==> config.mk <==
export PLATFORM = sky130hd
export DESIGN_NAME = sseg_scan_ctrl
export DESIGN_NICKNAME = d
export VERILOG_FILES = /design/src/rtl/sseg_pkg.sv /design/src/rtl/sseg_refresh_timer.sv /design/src/rtl/sseg_scan_ctrl.sv
export SDC_FILE = /design/constraint.sdc
export NUM_CORES = 1
export LEC_CHECK = 0
export ABC_AREA = 1
export BUFFER_PORTS_ARGS = -buffer_cell sky130_fd_sc_hd__buf_2
export CAP_MARGIN = 20
export CORE_MARGIN = 2
export CORE_UTILIZATION = 35
export DETAILED_ROUTE_END_ITERATION = 8
export PLACE_DENSITY = 0.65
export SYNTH_ARGS = -nofsm -noshare
export SYNTH_HDL_FRONTEND = slang
export SYNTH_SLANG_ARGS = --single-unit
==> constraint.sdc <==
create_clock -name clk -period 1.2 [get_ports clk]
set_input_delay 0.12 -clock clk [delete_from_list [all_inputs] [get_ports clk]]
set_output_delay 0.12 -clock clk [all_outputs]
set_load 0.02 [all_outputs]
==> src/rtl/sseg_pkg.sv <==
// Shared types, segment glyphs and the anode decode helper for the 7-segment scan controller.
package sseg_pkg;

    typedef logic [6:0] seg_t;

    // Active-low {g,f,e,d,c,b,a}
    localparam seg_t SEG_BLANK = 7'h7F;
    localparam seg_t SEG_T     = 7'b0000111;
    localparam seg_t SEG_D     = 7'b0100001;
    localparam seg_t SEG_N     = 7'b0101011;
    localparam seg_t SEG_R     = 7'b0101111;

    function automatic logic [7:0] onehot_an(input logic [2:0] idx, input int n);
        logic [7:0] an;
        for (int i = 0; i < 8; i++) begin
            an[i] = !((i < n) && (i == int'(idx)));
        end
        return an;
    endfunction

endpackage

==> src/rtl/sseg_refresh_timer.sv <==
// Slot divider and digit index counter; frame_tick pulses once as the index wraps to 0.
module sseg_refresh_timer #(
    parameter int NUM_DIGITS  = 4,
    parameter int REFRESH_DIV = 100000,
    localparam int IDX_W      = (NUM_DIGITS > 1) ? $clog2(NUM_DIGITS) : 1,
    localparam int CNT_W      = (REFRESH_DIV > 1) ? $clog2(REFRESH_DIV) : 1
) (
    input  logic             clk,
    input  logic             rst,
    output logic [CNT_W-1:0] cnt,
    output logic [IDX_W-1:0] idx,
    output logic             frame_tick
);

    logic [CNT_W-1:0] cnt_q, cnt_d;
    logic [IDX_W-1:0] idx_q, idx_d;
    logic             frame_tick_q, frame_tick_d;
    logic             slot_end;

    assign slot_end = (cnt_q == CNT_W'(REFRESH_DIV - 1));

    always_comb begin
        cnt_d        = slot_end ? '0 : cnt_q + CNT_W'(1);
        idx_d        = idx_q;
        frame_tick_d = 1'b0;
        if (slot_end) begin
            if (idx_q == IDX_W'(NUM_DIGITS - 1)) begin
                idx_d        = '0;
                frame_tick_d = 1'b1;
            end else begin
                idx_d = idx_q + IDX_W'(1);
            end
        end
    end

    always_ff @(posedge clk) begin
        if (rst) begin
            cnt_q        <= '0;
            idx_q        <= '0;
            frame_tick_q <= 1'b0;
        end else begin
            cnt_q        <= cnt_d;
            idx_q        <= idx_d;
            frame_tick_q <= frame_tick_d;
        end
    end

    assign cnt        = cnt_q;
    assign idx        = idx_q;
    assign frame_tick = frame_tick_q;

endmodule

==> src/rtl/sseg_scan_ctrl.sv <==
// Multiplexed 7-segment scan controller with guard blanking and override message.
// Optional macro SSEG_BLINK_EN builds the per-digit blink phase logic.
module sseg_scan_ctrl
    import sseg_pkg::*;
#(
    parameter int   NUM_DIGITS   = 4,
    parameter int   REFRESH_DIV  = 100000,
    parameter int   GUARD_CYCLES = 2,
    parameter seg_t OVR_CHAR     = SEG_T,
    parameter int   BLINK_FRAMES = 64,
    localparam int  IDX_W        = (NUM_DIGITS > 1) ? $clog2(NUM_DIGITS) : 1,
    localparam int  CNT_W        = (REFRESH_DIV > 1) ? $clog2(REFRESH_DIV) : 1
) (
    input  logic                  clk,
    input  logic                  rst,
    input  logic                  wr_en,
    input  logic [IDX_W-1:0]      wr_idx,
    input  logic [6:0]            wr_char,
    input  logic                  override,
    input  logic [NUM_DIGITS-1:0] blink_mask,
    output logic [NUM_DIGITS-1:0] an_out,
    output logic [6:0]            char_out,
    output logic                  frame_tick
);

    logic [CNT_W-1:0]      cnt;
    logic [IDX_W-1:0]      idx;
    seg_t                  char_q [NUM_DIGITS];
    seg_t                  char_d [NUM_DIGITS];
    logic [NUM_DIGITS-1:0] an_q, an_d;
    seg_t                  out_char_q, out_char_d;
    logic                  blink_off;
    logic                  wr_hit;

    sseg_refresh_timer #(
        .NUM_DIGITS (NUM_DIGITS),
        .REFRESH_DIV(REFRESH_DIV)
    ) u_timer (
        .clk       (clk),
        .rst       (rst),
        .cnt       (cnt),
        .idx       (idx),
        .frame_tick(frame_tick)
    );

    assign wr_hit = wr_en && (int'(wr_idx) < NUM_DIGITS);

    // char_d doubles as a write bypass so a write to the shown digit lands on the very next edge
    always_comb begin
        char_d = char_q;
        if (wr_hit) begin
            char_d[wr_idx] = wr_char;
        end
    end

`ifdef SSEG_BLINK_EN
    localparam int FRM_W = $clog2(BLINK_FRAMES + 1);

    logic [FRM_W-1:0] frm_q, frm_d;
    logic             phase_q, phase_d;

    always_comb begin
        frm_d   = frm_q;
        phase_d = phase_q;
        if (frame_tick) begin
            if (frm_q == '0) begin
                frm_d   = FRM_W'(BLINK_FRAMES - 1);
                phase_d = !phase_q;
            end else begin
                frm_d = frm_q - FRM_W'(1);
            end
        end
    end

    always_ff @(posedge clk) begin
        if (rst) begin
            frm_q   <= FRM_W'(BLINK_FRAMES - 1);
            phase_q <= 1'b1;
        end else begin
            frm_q   <= frm_d;
            phase_q <= phase_d;
        end
    end

    assign blink_off = !phase_q;
`else
    localparam int unused_blink_frames = BLINK_FRAMES;
    logic unused_blink_mask;

    assign unused_blink_mask = ^blink_mask;
    assign blink_off         = 1'b0;
`endif

    always_comb begin
        an_d       = '1;
        out_char_d = SEG_BLANK;
        if (int'(cnt) >= GUARD_CYCLES) begin
            an_d = NUM_DIGITS'(onehot_an(3'(idx), NUM_DIGITS));
            if (override) begin
                out_char_d = (idx == IDX_W'(NUM_DIGITS - 1)) ? OVR_CHAR : SEG_BLANK;
            end else if (blink_off && blink_mask[idx]) begin
                out_char_d = SEG_BLANK;
            end else begin
                out_char_d = char_d[idx];
            end
        end
    end

    always_ff @(posedge clk) begin
        if (rst) begin
            an_q       <= '1;
            out_char_q <= SEG_BLANK;
            for (int i = 0; i < NUM_DIGITS; i++) begin
                char_q[i] <= SEG_BLANK;
            end
        end else begin
            an_q       <= an_d;
            out_char_q <= out_char_d;
            char_q     <= char_d;
        end
    end

    assign an_out   = an_q;
    assign char_out = out_char_q;

endmodule

## Word-level counts from Yosys, hierarchy flattened

Index checks and enable logic that the tools add are counted.

| operators by class | value |
|---|---|
| $add $sub $neg | 2 |
| order comparisons | 4 |
| eq/ne operators | 5 |
| muxes and demuxes | 11 |
| bitwise gates (word level) | 4 |
| reductions and logical operators | 9 |

Operators by type and width:

| cell | number |
|---|---|
| 7-bit 2-to-1 mux | 5 |
| 28-bit bitwise mux | 1 |
| 28-bit 2-to-1 mux | 1 |
| 17-bit by 1-bit adder with 17-bit output (second input constant) | 1 |
| 17-bit equality test (second input constant) | 1 |
| 17-bit by 2-bit >= comparator with 1-bit output (second input constant) | 1 |
| 7-bit binary-select mux with 2-bit select | 1 |
| 7-bit demux with 2-bit select | 1 |
| 3-bit >= comparator (second input constant) | 2 |
| 2-bit inverter with 3-bit output | 2 |
| 2-bit OR reduction | 3 |
| 2-bit equality test (first input constant) | 2 |
| 1-bit logical NOT | 4 |
| 3-bit by 1-bit < comparator with 1-bit output (second input constant) | 1 |
| 2-bit by 1-bit adder with 2-bit output (second input constant) | 1 |
| 1-bit by 2-bit equality test with 1-bit output (first input constant) | 1 |
| 2-bit equality test (second input constant) | 1 |
| 2-bit logical NOT | 1 |
| 2-bit 2-to-1 mux | 1 |
| 1-bit inverter | 2 |
| 1-bit logical AND | 1 |
| 1-bit 2-to-1 mux | 1 |

| word-level totals | value |
|---|---|
| register bits after elaboration | 59 |
| input port bits | 17 |
| output and inout port bits | 12 |
| word-level logic and storage cells | 44 |

## Depth between registers and ports, before layout

Gate-level depths: netlist of the first run.

| logic depth | value |
|---|---|
| word-level depth | 11 |
| depth in mapped cells | 9 |
| gate-level depth less buffers | 9 |

## Hierarchy

From an unflattened synthesis of the first run, not the netlist that was laid out.

| unflattened totals | value |
|---|---|
| cell total of the unflattened synthesis | 417 |
| area, all modules | 2849.0 µm² |

By module, submodules not included:

| module | times used | cells each | area an instance (µm²) | seq. area each (µm²) |
|---|---|---|---|---|
| sseg_scan_ctrl | 1 | 265 | 1793.0 | 780.7 |
| sseg_refresh_timer | 1 | 152 | 1056.0 | 400.4 |

## Worst setup path before layout of the first run

No wires, ideal clock.

| timing path | value |
|---|---|
| kind | register -> register |
| start point | register u_timer.cnt_q[1], in the netlist u_timer.cnt[1] |
| end point | register u_timer.cnt_q[10], in the netlist u_timer.cnt[10] |
| library setup time | 0.115 ns |
| arrival time | 1.230 ns |
| data required time | 1.085 ns |
| setup slack | -0.144 ns |
| stages on the path, launching flop included | 8 |
| path buffers | 1 |
| clock period less this slack | 1.344 ns |
| cell sequence | dfxtp_1 ha_1 nand2_1 nor3_2 nand2_2 nand2_4 buf_6 nor2_1 |

| between the ends | value |
|---|---|
| longest elaborated chain between the ends | 2 |
| elaborated cells between the ends (all ways) | 3 |
| those cells by class | add/sub (1); eq/ne (1); reduce/logical (1) |

Ends and longest elaborated chain:

| what | line | source |
|---|---|---|
| start: declaration | sseg_refresh_timer.sv:15 | `logic [CNT_W-1:0] cnt_q, cnt_d;` |
| start signal: assignment | sseg_refresh_timer.sv:42 | `cnt_q <= cnt_d;` |
| branches (longest 2 deep; another with 17-bit by 1-bit adder with 17-bit output) | n/a |  |

Parallel ways; which one is timed is not known.
A chain may end at the register's enable or synchronous reset.

## Final worst setup path of the first run

| timing path | value |
|---|---|
| start point | register u_timer.cnt_q[1], in the netlist u_timer.cnt[1] |
| end point | register u_timer.idx_q[1], in the netlist u_timer.idx[1] |

| between the ends | value |
|---|---|
| longest elaborated chain between the ends | 1 |

Ends and longest elaborated chain:

| what | line | source |
|---|---|---|
| 17-bit equality test | sseg_refresh_timer.sv:20 | `assign slot_end = (cnt_q == CNT_W'(REFRESH_DIV - 1));` |
| end signal: assignment | sseg_refresh_timer.sv:43 | `idx_q <= idx_d;` |
| end: declaration | sseg_refresh_timer.sv:16 | `logic [IDX_W-1:0] idx_q, idx_d;` |

No other way between the ends.

==> results of run 1 <==
-- state kept, by name (all words and copies together) (netlist names) --
signal and flops:
char_out 7, u_timer.idx 2, char_q 28, u_timer.frame_tick 1
an_out 4, u_timer.cnt 17
-- synth_stat cells, types with 2 or more instances --
cell	number
sky130_fd_sc_hd__nor2_2	3
sky130_fd_sc_hd__xor2_1	2
sky130_fd_sc_hd__nor2_1	34
sky130_fd_sc_hd__or2_2	4
sky130_fd_sc_hd__nand4_1	15
sky130_fd_sc_hd__xnor2_1	3
sky130_fd_sc_hd__buf_2	10
sky130_fd_sc_hd__dfxtp_1	59
sky130_fd_sc_hd__nand3_2	3
sky130_fd_sc_hd__nand3_1	66
sky130_fd_sc_hd__nor3_1	3
sky130_fd_sc_hd__inv_1	47
sky130_fd_sc_hd__ha_1	6
sky130_fd_sc_hd__inv_2	4
sky130_fd_sc_hd__nand2_2	2
sky130_fd_sc_hd__clkbuf_1	2
sky130_fd_sc_hd__o21ai_0	4
sky130_fd_sc_hd__o21ai_1	2
sky130_fd_sc_hd__or2_0	2
sky130_fd_sc_hd__a21oi_1	10
sky130_fd_sc_hd__nand2_1	132
-- routing by layer --
metal	vias to the layer above	track usage [%]
met5	-	0
met4	0	5.43
met3	9	5.03
met2	40	29.3
met1	1292	21.3
li1	1471	-
-- power groups by stage --
stage	Combinational [mW]	Sequential [mW]	Clock [mW]
2_1_floorplan	0.229	2.09	0
3_3_place_gp	0.359	2.08	0
3_5_place_dp	0.364	2.08	0
4_1_cts	0.379	2.04	1.99
5_1_grt	0.440	2.04	2.09
6_report	0.385	2.04	1.94
-- cells by family (layout without fill, tap and decap cells) --
group,Yosys count,after routing,synth area share [%]
adder cells (fa/ha/maj),6,6,2.62
AND/OR/NAND/NOR,269,269,42.4
flip-flops,59,59,41.3
buffers and inverters,66,138,9.36
XOR/XNOR,5,5,1.53
AO/OA/AOI/OAI,16,16,2.80
-- area by class of cell --
type / count / area [sq um] / area share (%)
tap: 102 / 128 / 3.38
multi-input combinational: 296 / 1570 / 41.6
inverter: 52 / 199 / 5.27
clock inverter: 5 / 77.6 / 2.05
timing repair buffer: 70 / 469 / 12.4
sequential: 59 / 1200 / 31.8
clock buffer: 11 / 131 / 3.48
-- critical path: stages (launching register included) --
cell and delay, ns:
sky130_fd_sc_hd__dfxtp_4 0.39, sky130_fd_sc_hd__ha_4 0.16, sky130_fd_sc_hd__nand2_4 0.07, sky130_fd_sc_hd__nor3_4 0.19, sky130_fd_sc_hd__nand2_4 0.11, sky130_fd_sc_hd__buf_6 0.14
sky130_fd_sc_hd__nand3_2 0.04, sky130_fd_sc_hd__nand2_1 0.05
-- metrics by stage --
step	cells	setup WS (ns)
after floorplan	421	-0.0112
after global placement	579	-0.111
after detailed placement	579	-0.141
after CTS	595	-0.0541
after global routing	595	-0.163
final	595	-0.0481
-- timing repair --
action | 4_1_cts | 5_1_grt
endpoints found under the setup margin | 31 | 31
pin swaps | 11 | 3
resized for setup | 26 | 12
hold buffers | 0 | 0
-- worst paths after layout --
path / from / to / slack, ns / cells past startpoint
max reg2reg: u_timer.cnt[1] / u_timer.idx[1] / -0.05 / 7
max: u_timer.cnt[1] / u_timer.idx[1] / -0.05 / 7
min reg2reg: char_q[15] / char_q[15] / 0.46 / 2
min: rst / u_timer.frame_tick / 0.06 / 2
-- cell usage in the layout, fill, tap and decap left out, types with 2 or more instances in the layout --
cell type,Yosys,layout
sky130_fd_sc_hd__nand2_1,132,125
sky130_fd_sc_hd__nand3_1,66,59
sky130_fd_sc_hd__dfxtp_1,59,48
sky130_fd_sc_hd__buf_4,0,45
sky130_fd_sc_hd__inv_1,47,43
sky130_fd_sc_hd__nor2_1,34,26
sky130_fd_sc_hd__buf_2,10,24
sky130_fd_sc_hd__nand4_1,15,15
sky130_fd_sc_hd__nand3_2,3,10
sky130_fd_sc_hd__a21oi_1,10,10
sky130_fd_sc_hd__clkbuf_8,0,9
sky130_fd_sc_hd__dfxtp_2,0,9
sky130_fd_sc_hd__nor2_2,3,8
sky130_fd_sc_hd__inv_2,4,7
sky130_fd_sc_hd__nand2_2,2,6
sky130_fd_sc_hd__or2_2,4,4
sky130_fd_sc_hd__o21ai_0,4,4
sky130_fd_sc_hd__ha_1,6,4
sky130_fd_sc_hd__clkinv_2,0,3
sky130_fd_sc_hd__nand2_4,1,3
sky130_fd_sc_hd__nor2_4,0,3
sky130_fd_sc_hd__xnor2_1,3,3
sky130_fd_sc_hd__o21ai_1,2,2
sky130_fd_sc_hd__nor3_1,3,2
sky130_fd_sc_hd__nor3_4,1,2
sky130_fd_sc_hd__or2_0,2,2
sky130_fd_sc_hd__ha_4,0,2
sky130_fd_sc_hd__bufinv_16,0,2
sky130_fd_sc_hd__clkbuf_1,2,2
sky130_fd_sc_hd__dfxtp_4,0,2
==> load_flow_metrics.sql, run 1 <==
INSERT INTO impl_metrics (metric_group, metric, value, unit) VALUES
('synth', 'synth_nets', '444', ''),
('pwr', 'power.sequential.fraction', '46.7', '%'),
('drt', 'detailroute.wirelength.met3', '265', 'um'),
('synth', 'synth_seq_cells', '59', ''),
('timing', 'postLayoutSetupSlackWorst', '-0.0481', 'ns'),
('pwr', 'sw_pwr', '1.04', 'mW'),
('timing', 'fmaxAchievable', '801', 'MHz'),
('synth', 'postSynth.asyncResetShare', '0', '%'),
('clocking', 'numCtsBuffers', '9', ''),
('clocking', 'htreeDepth', '3', ''),
('clocking', 'clockBufferDepth', '2', ''),
('drt', 'detail_route.wirelength', '7.01', 'mm'),
('clocking', 'post_cts_buffers', '0', ''),
('drt', 'routed-via-count', '2812', ''),
('setup_path', 'critPathMaxFanout', '4', ''),
('cells_and_area', 'fillerInstances', '786', ''),
('drt', 'wl_met2', '3.38', 'mm'),
('setup_path', 'worst_ep_required_time', '1.42', 'ns'),
('drt', 'viasPerCell', '4.73', ''),
('timing', 'fin_setup_tns', '-0.822', 'ns'),
('die', 'start_util', '36.6', '%'),
('clocking', 'tritoncts_clock_tree', 'yes', ''),
('drt', 'wire_length_the_detailed_router_placed_on_met1', '3.27', 'mm'),
('run_status', 'violations', 'setup timing', ''),
('pwr', 'p_total', '4.36', 'mW'),
('pwr', 'cellLeakagePower', '1.89', 'nW'),
('placed_design', 'gp_routability_congestion', '0.865', ''),
('placed_design', 'postPlaceCellArea', '3440', 'sq um'),
('synth', 'unique_masters_post_synth', '29', ''),
('run_status', 'status', 'finished, violations left', ''),
('die', 'placement_rows', '32', ''),
('cells_and_area', 'final_layout_size_suffix_gt1_share', '29.6', '%'),
('timing', 'timing.max_slew.rel_slack', '70.3', '%'),
('global_route', 'via_count_of_the_first_global_routing_pass', '2700', ''),
('synth', 'dominant_cell_type_by_area_after_synthesis', 'sky130_fd_sc_hd__dfxtp_1', ''),
('cells_and_area', 'stdcell_area', '3780', 'sq um'),
('timing', 'finalSetupViolations', '27', ''),
('synth', 'yosys_warnings', '0', ''),
('clocking', 'clock_latency', '0.33', 'ns'),
('timing', 'period_minus_slack', '1.25', 'ns'),
('job', 'max_cap_viol_count', '0', ''),
('synth', 'postSynthAreaPerCell', '6.79', 'sq um'),
('pwr', 'share_clk_of_total_power', '44.4', '%'),
('drt', 'detail_route.wl_per_cell', '11.8', 'um'),
('synth', 'yosys_most_used_dff', 'sky130_fd_sc_hd__dfxtp_1', ''),
('pwr', 'powerDensity', '1160', 'nW/um^2'),
('drt', 'drcViolationCount', '0', ''),
('clocking', 'clock_sinks', '59', ''),
('pwr', 'p_comb_share', '8.8', '%'),
('cells_and_area', 'final_util', '48.4', '%'),
('hold_path', 'worstHoldPathType', 'input pin to flip-flop', ''),
('timing', 'clock-skew-final', '0.00917', 'ns'),
('die', 'die_ar', '8910', 'sq um'),
('setup_path', 'worst_ep_arrival_time', '1.47', 'ns'),
('setup_path', 'worst-setup-path-type', 'flip-flop to flip-flop', ''),
('pwr', 'switching_share', '23.8', '%'),
('die', 'boundaryPins', '29', ''),
('synth', 'synth-edff-count', '0', ''),
('placed_design', 'place_hpwl', '5.17', 'mm'),
('clocking', 'clkSlewWorstSetupHoldPaths', '0.06', 'ns'),
('drt', 'top_signal_layer_used', 'met4', ''),
('global_route', 'grtUsageTotal', '17.3', '%'),
('die', 'die_height', '94.4', 'um'),
('drt', 'drt_iter0_drc', '143', ''),
('pwr', 'ir_drop', '736', 'uV'),
('timing', 'worst_hold_check_slack', '0.0576', 'ns'),
('synth', 'synth_seq_area_share', '41.3', '%'),
('setup_path', 'kind_of_end_point_of_the_critical_path', 'flip-flop', ''),
('drt', 'drt_first_pass_iters', '4', ''),
('die', 'coreArea', '7810', 'sq um'),
('cells_and_area', 'antenna_cells_inserted', '0', '');
Note: power is estimated with default switching activity, not from simulation.
==> run 2: changes to the inputs <==
SETUP_SLACK_MARGIN = 0.2   (was default)
==> run 2 against run 1 <==
Against the previous run: the run still ends with setup timing left; first-iteration DRC count is 31% lower; utilization is 0.69 points lower; setup slack better by 0.00068 ns; clock power is 17% lower; clock skew is 0.0021 ns lower; critical path type unchanged; critical endpoint is now u_timer.cnt[9].
==> load_flow_metrics.sql, run 2 (synthesis results as in run 1) <==
INSERT INTO impl_metrics (metric_group, metric, value, unit) VALUES
('run_status', 'status', 'finished, violations left', ''),
('run_status', 'violations', 'setup timing', ''),
('hold_path', 'worstHoldPathType', 'input pin to flip-flop', ''),
('clocking', 'clock_latency', '0.34', 'ns'),
('cells_and_area', 'layout_commonest_cell', 'sky130_fd_sc_hd__nand2_1', ''),
('die', 'die_height', '94.4', 'um'),
('setup_path', 'worst_ep_arrival_time', '1.51', 'ns'),
('cells_and_area', 'top_register', 'char_q', ''),
('pwr', 'power.sequential.fraction', '50.6', '%'),
('clocking', 'clock_sinks', '59', ''),
('setup_path', 'worst_setup_path_start_kind', 'flip-flop', ''),
('timing', 'timing.max_slew.rel_slack', '76.6', '%'),
('timing', 'finalMaxSlewViolations', '0', ''),
('placed_design', 'gp_routability_congestion', '0.836', ''),
('pwr', 'cellLeakagePower', '1.84', 'nW'),
('pwr', 'powerDensity', '1080', 'nW/um^2'),
('global_route', 'via_count_of_the_first_global_routing_pass', '2582', ''),
('die', 'die_ar', '8910', 'sq um'),
('placed_design', 'dp_cells', '571', ''),
('global_route', 'grtUsageTotal', '16.8', '%'),
('pwr', 'share_clk_of_total_power', '39.9', '%'),
('drt', 'viasPerCell', '4.73', ''),
('die', 'boundaryPins', '29', ''),
('clocking', 'clockBufferDepth', '2', ''),
('timing', 'postLayoutSetupSlackWorst', '-0.0474', 'ns'),
('cells_and_area', 'final_net_count', '504', ''),
('cells_and_area', 'finish.cell_count_without_fillers', '588', ''),
('clocking', 'clkSlewWorstSetupHoldPaths', '0.07', 'ns'),
('placed_design', 'place_hpwl', '5.07', 'mm'),
('timing', 'clock-skew-final', '0.00708', 'ns'),
('drt', 'routed-via-count', '2779', ''),
('clocking', 'numCtsBuffers', '9', ''),
('setup_path', 'critPathMaxFanout', '5', ''),
('cells_and_area', 'fillerInstances', '782', ''),
('setup_path', 'kind_of_end_point_of_the_critical_path', 'flip-flop', ''),
('timing', 'rsz_0062_raised_after_global_routing', 'true', ''),
('global_route', 'grt_first_pass_wirelength', '11.7', 'mm'),
('setup_path', 'worst-setup-path-type', 'flip-flop to flip-flop', ''),
('die', 'die_x', '94.4', 'um'),
('drt', 'drt_first_pass_iters', '4', ''),
('drt', 'detail_route.wl_per_cell', '11.8', 'um'),
('pwr', 'cell_internal_pwr', '3.02', 'mW'),
('placed_design', 'port-buffer-count', '24', ''),
('job', 'max_cap_viol_count', '0', ''),
('timing', 'period_minus_slack', '1.25', 'ns'),
('setup_path', 'worst_ep_required_time', '1.46', 'ns'),
('global_route', 'grt_max_degree', '21', ''),
('clocking', 'cts_hold_repair.buffers', '0', ''),
('die', 'start_util', '36.6', '%'),
('clocking', 'root_buffer', 'sky130_fd_sc_hd__clkbuf_8', ''),
('timing', 'hold_violations', '0', ''),
('setup_path', 'regToRegSetupSlack', '-0.05', 'ns'),
('drt', 'drt_iter0_drc', '98', ''),
('hold_path', 'min_delay_path_depth', '2', ''),
('timing', 'post-route-period-util', '104', '%'),
('global_route', 'antenna_found_initial', '0', ''),
('global_route', 'global_route.overflow_total', '0', ''),
('die', 'coreArea', '7810', 'sq um'),
('clocking', 'tritoncts_clock_tree', 'yes', ''),
('cells_and_area', 'antenna_cells_inserted', '0', ''),
('pwr', 'ir_drop', '472', 'uV'),
('cells_and_area', 'most-common-layout-cells', 'sky130_fd_sc_hd__nand2_1 (123), sky130_fd_sc_hd__nand3_1 (59), sky130_fd_sc_hd__dfxtp_1 (49), sky130_fd_sc_hd__inv_1 (43), sky130_fd_sc_hd__buf_4 (36)', ''),
('setup_path', 'worst-r2r-cell-count', '6', ''),
('die', 'placement_rows', '32', ''),
('clocking', 'htreeDepth', '3', ''),
('cells_and_area', 'final_util', '47.7', '%'),
('cells_and_area', 'final_layout_size_suffix_gt1_share', '29.0', '%'),
('timing', 'tightest_slew', '0.350', 'ns'),
('drt', 'detail_route.wirelength', '6.94', 'mm'),
('timing', 'fmaxAchievable', '802', 'MHz'),
('pwr', 'sw_pwr', '1.02', 'mW'),
('pwr', 'switching_share', '25.2', '%'),
('pwr', 'p_comb_share', '9.5', '%'),
('drt', 'drcViolationCount', '0', ''),
('cells_and_area', 'largest_reg_flops', '28', ''),
('drt', 'ant_nets_after_route', '0', ''),
('cells_and_area', 'area_delta_synth_final', '30.2', '%'),
('timing', 'finalSetupViolations', '25', '');
==> run 2: cell types whose count changed in the layout (fill, tap and decap cells not counted), moves of 2 or more <==
| cell | change |
|---|---|
| sky130_fd_sc_hd__buf_4 | -9 |
| sky130_fd_sc_hd__nand2_2 | +3 |
| sky130_fd_sc_hd__bufinv_16 | -2 |
| sky130_fd_sc_hd__clkbuf_8 | +2 |
| sky130_fd_sc_hd__nand2_1 | -2 |
| sky130_fd_sc_hd__nor2_2 | +2 |
==> run 2: timing repair <==
item | 4_1_cts | 5_1_grt
buffers inserted | 1 | 0
endpoints found under the hold margin | 0 | 0
resized for setup | 16 | 14
endpoints found under the setup margin | 31 | 31
pin swaps | 14 | 9
==> run 2: worst paths after layout <==
| path | from | to |
|---|---|---|
| max | u_timer.cnt[7] | u_timer.cnt[9] |
| min | rst | u_timer.frame_tick |
| max reg2reg | u_timer.cnt[7] | u_timer.cnt[9] |
| min reg2reg | u_timer.cnt[0] | u_timer.cnt[0] |
==> run 2: metal layers <==
| layer | GRT usage, % | wire [um] | part of all wire [%] |
|---|---|---|---|
| met2 | 25.8 | 3110 | 45 |
| met4 | 8.45 | 106 | 1.5 |
| met1 | 22.6 | 3410 | 49 |
| met3 | 3.03 | 318 | 4.6 |
| met5 | 0 | 0 | 0 |
==> run 2: power groups by stage <==
stage	Sequential (mW)	Clock [mW]	Combinational [mW]
CTS	2.04	1.65	0.375
finish	2.04	1.61	0.384
global route	2.05	1.77	0.435
floorplan	2.09	0	0.237
global placement	2.08	0	0.360
detailed placement	2.08	0	0.365
==> run 2: cell type report <==
cell class	instances	area (sq um)	area share, %
Inverter	52	205	5.51
Multi-Input combinational cell	296	1590	42.6
Clock buffer	14	163	4.37
Timing Repair Buffer	63	433	11.6
Tap cell	102	128	3.43
Sequential cell	59	1200	32.2
Clock inverter	2	10.0	0.269
==> run 2: critical path, cell delays in order (launching register included) <==
cell                      delay [ns]
sky130_fd_sc_hd__dfxtp_2        0.39
sky130_fd_sc_hd__buf_4          0.15
sky130_fd_sc_hd__nand4_1        0.12
sky130_fd_sc_hd__inv_1          0.08
sky130_fd_sc_hd__nand2_1        0.09
sky130_fd_sc_hd__or2_0          0.21
sky130_fd_sc_hd__a21oi_1        0.12
==> run 2: per-stage QoR <==
step	area, sq um	setup TNS [ns]	total power, mW	hold WS, ns	worst slack, ns
5_1_grt	3720	-3.12	4.25	0.0731	-0.134
3_3_place_gp	3440	-0.933	2.44	0.402	-0.0843
2_1_floorplan	2990	-0.0193	2.33	0.196	-0.00479
3_5_place_dp	3440	-1.54	2.45	0.411	-0.122
6_report	3720	-0.466	4.04	0.0558	-0.0474
4_1_cts	3670	-0.977	4.07	0.0556	-0.0530
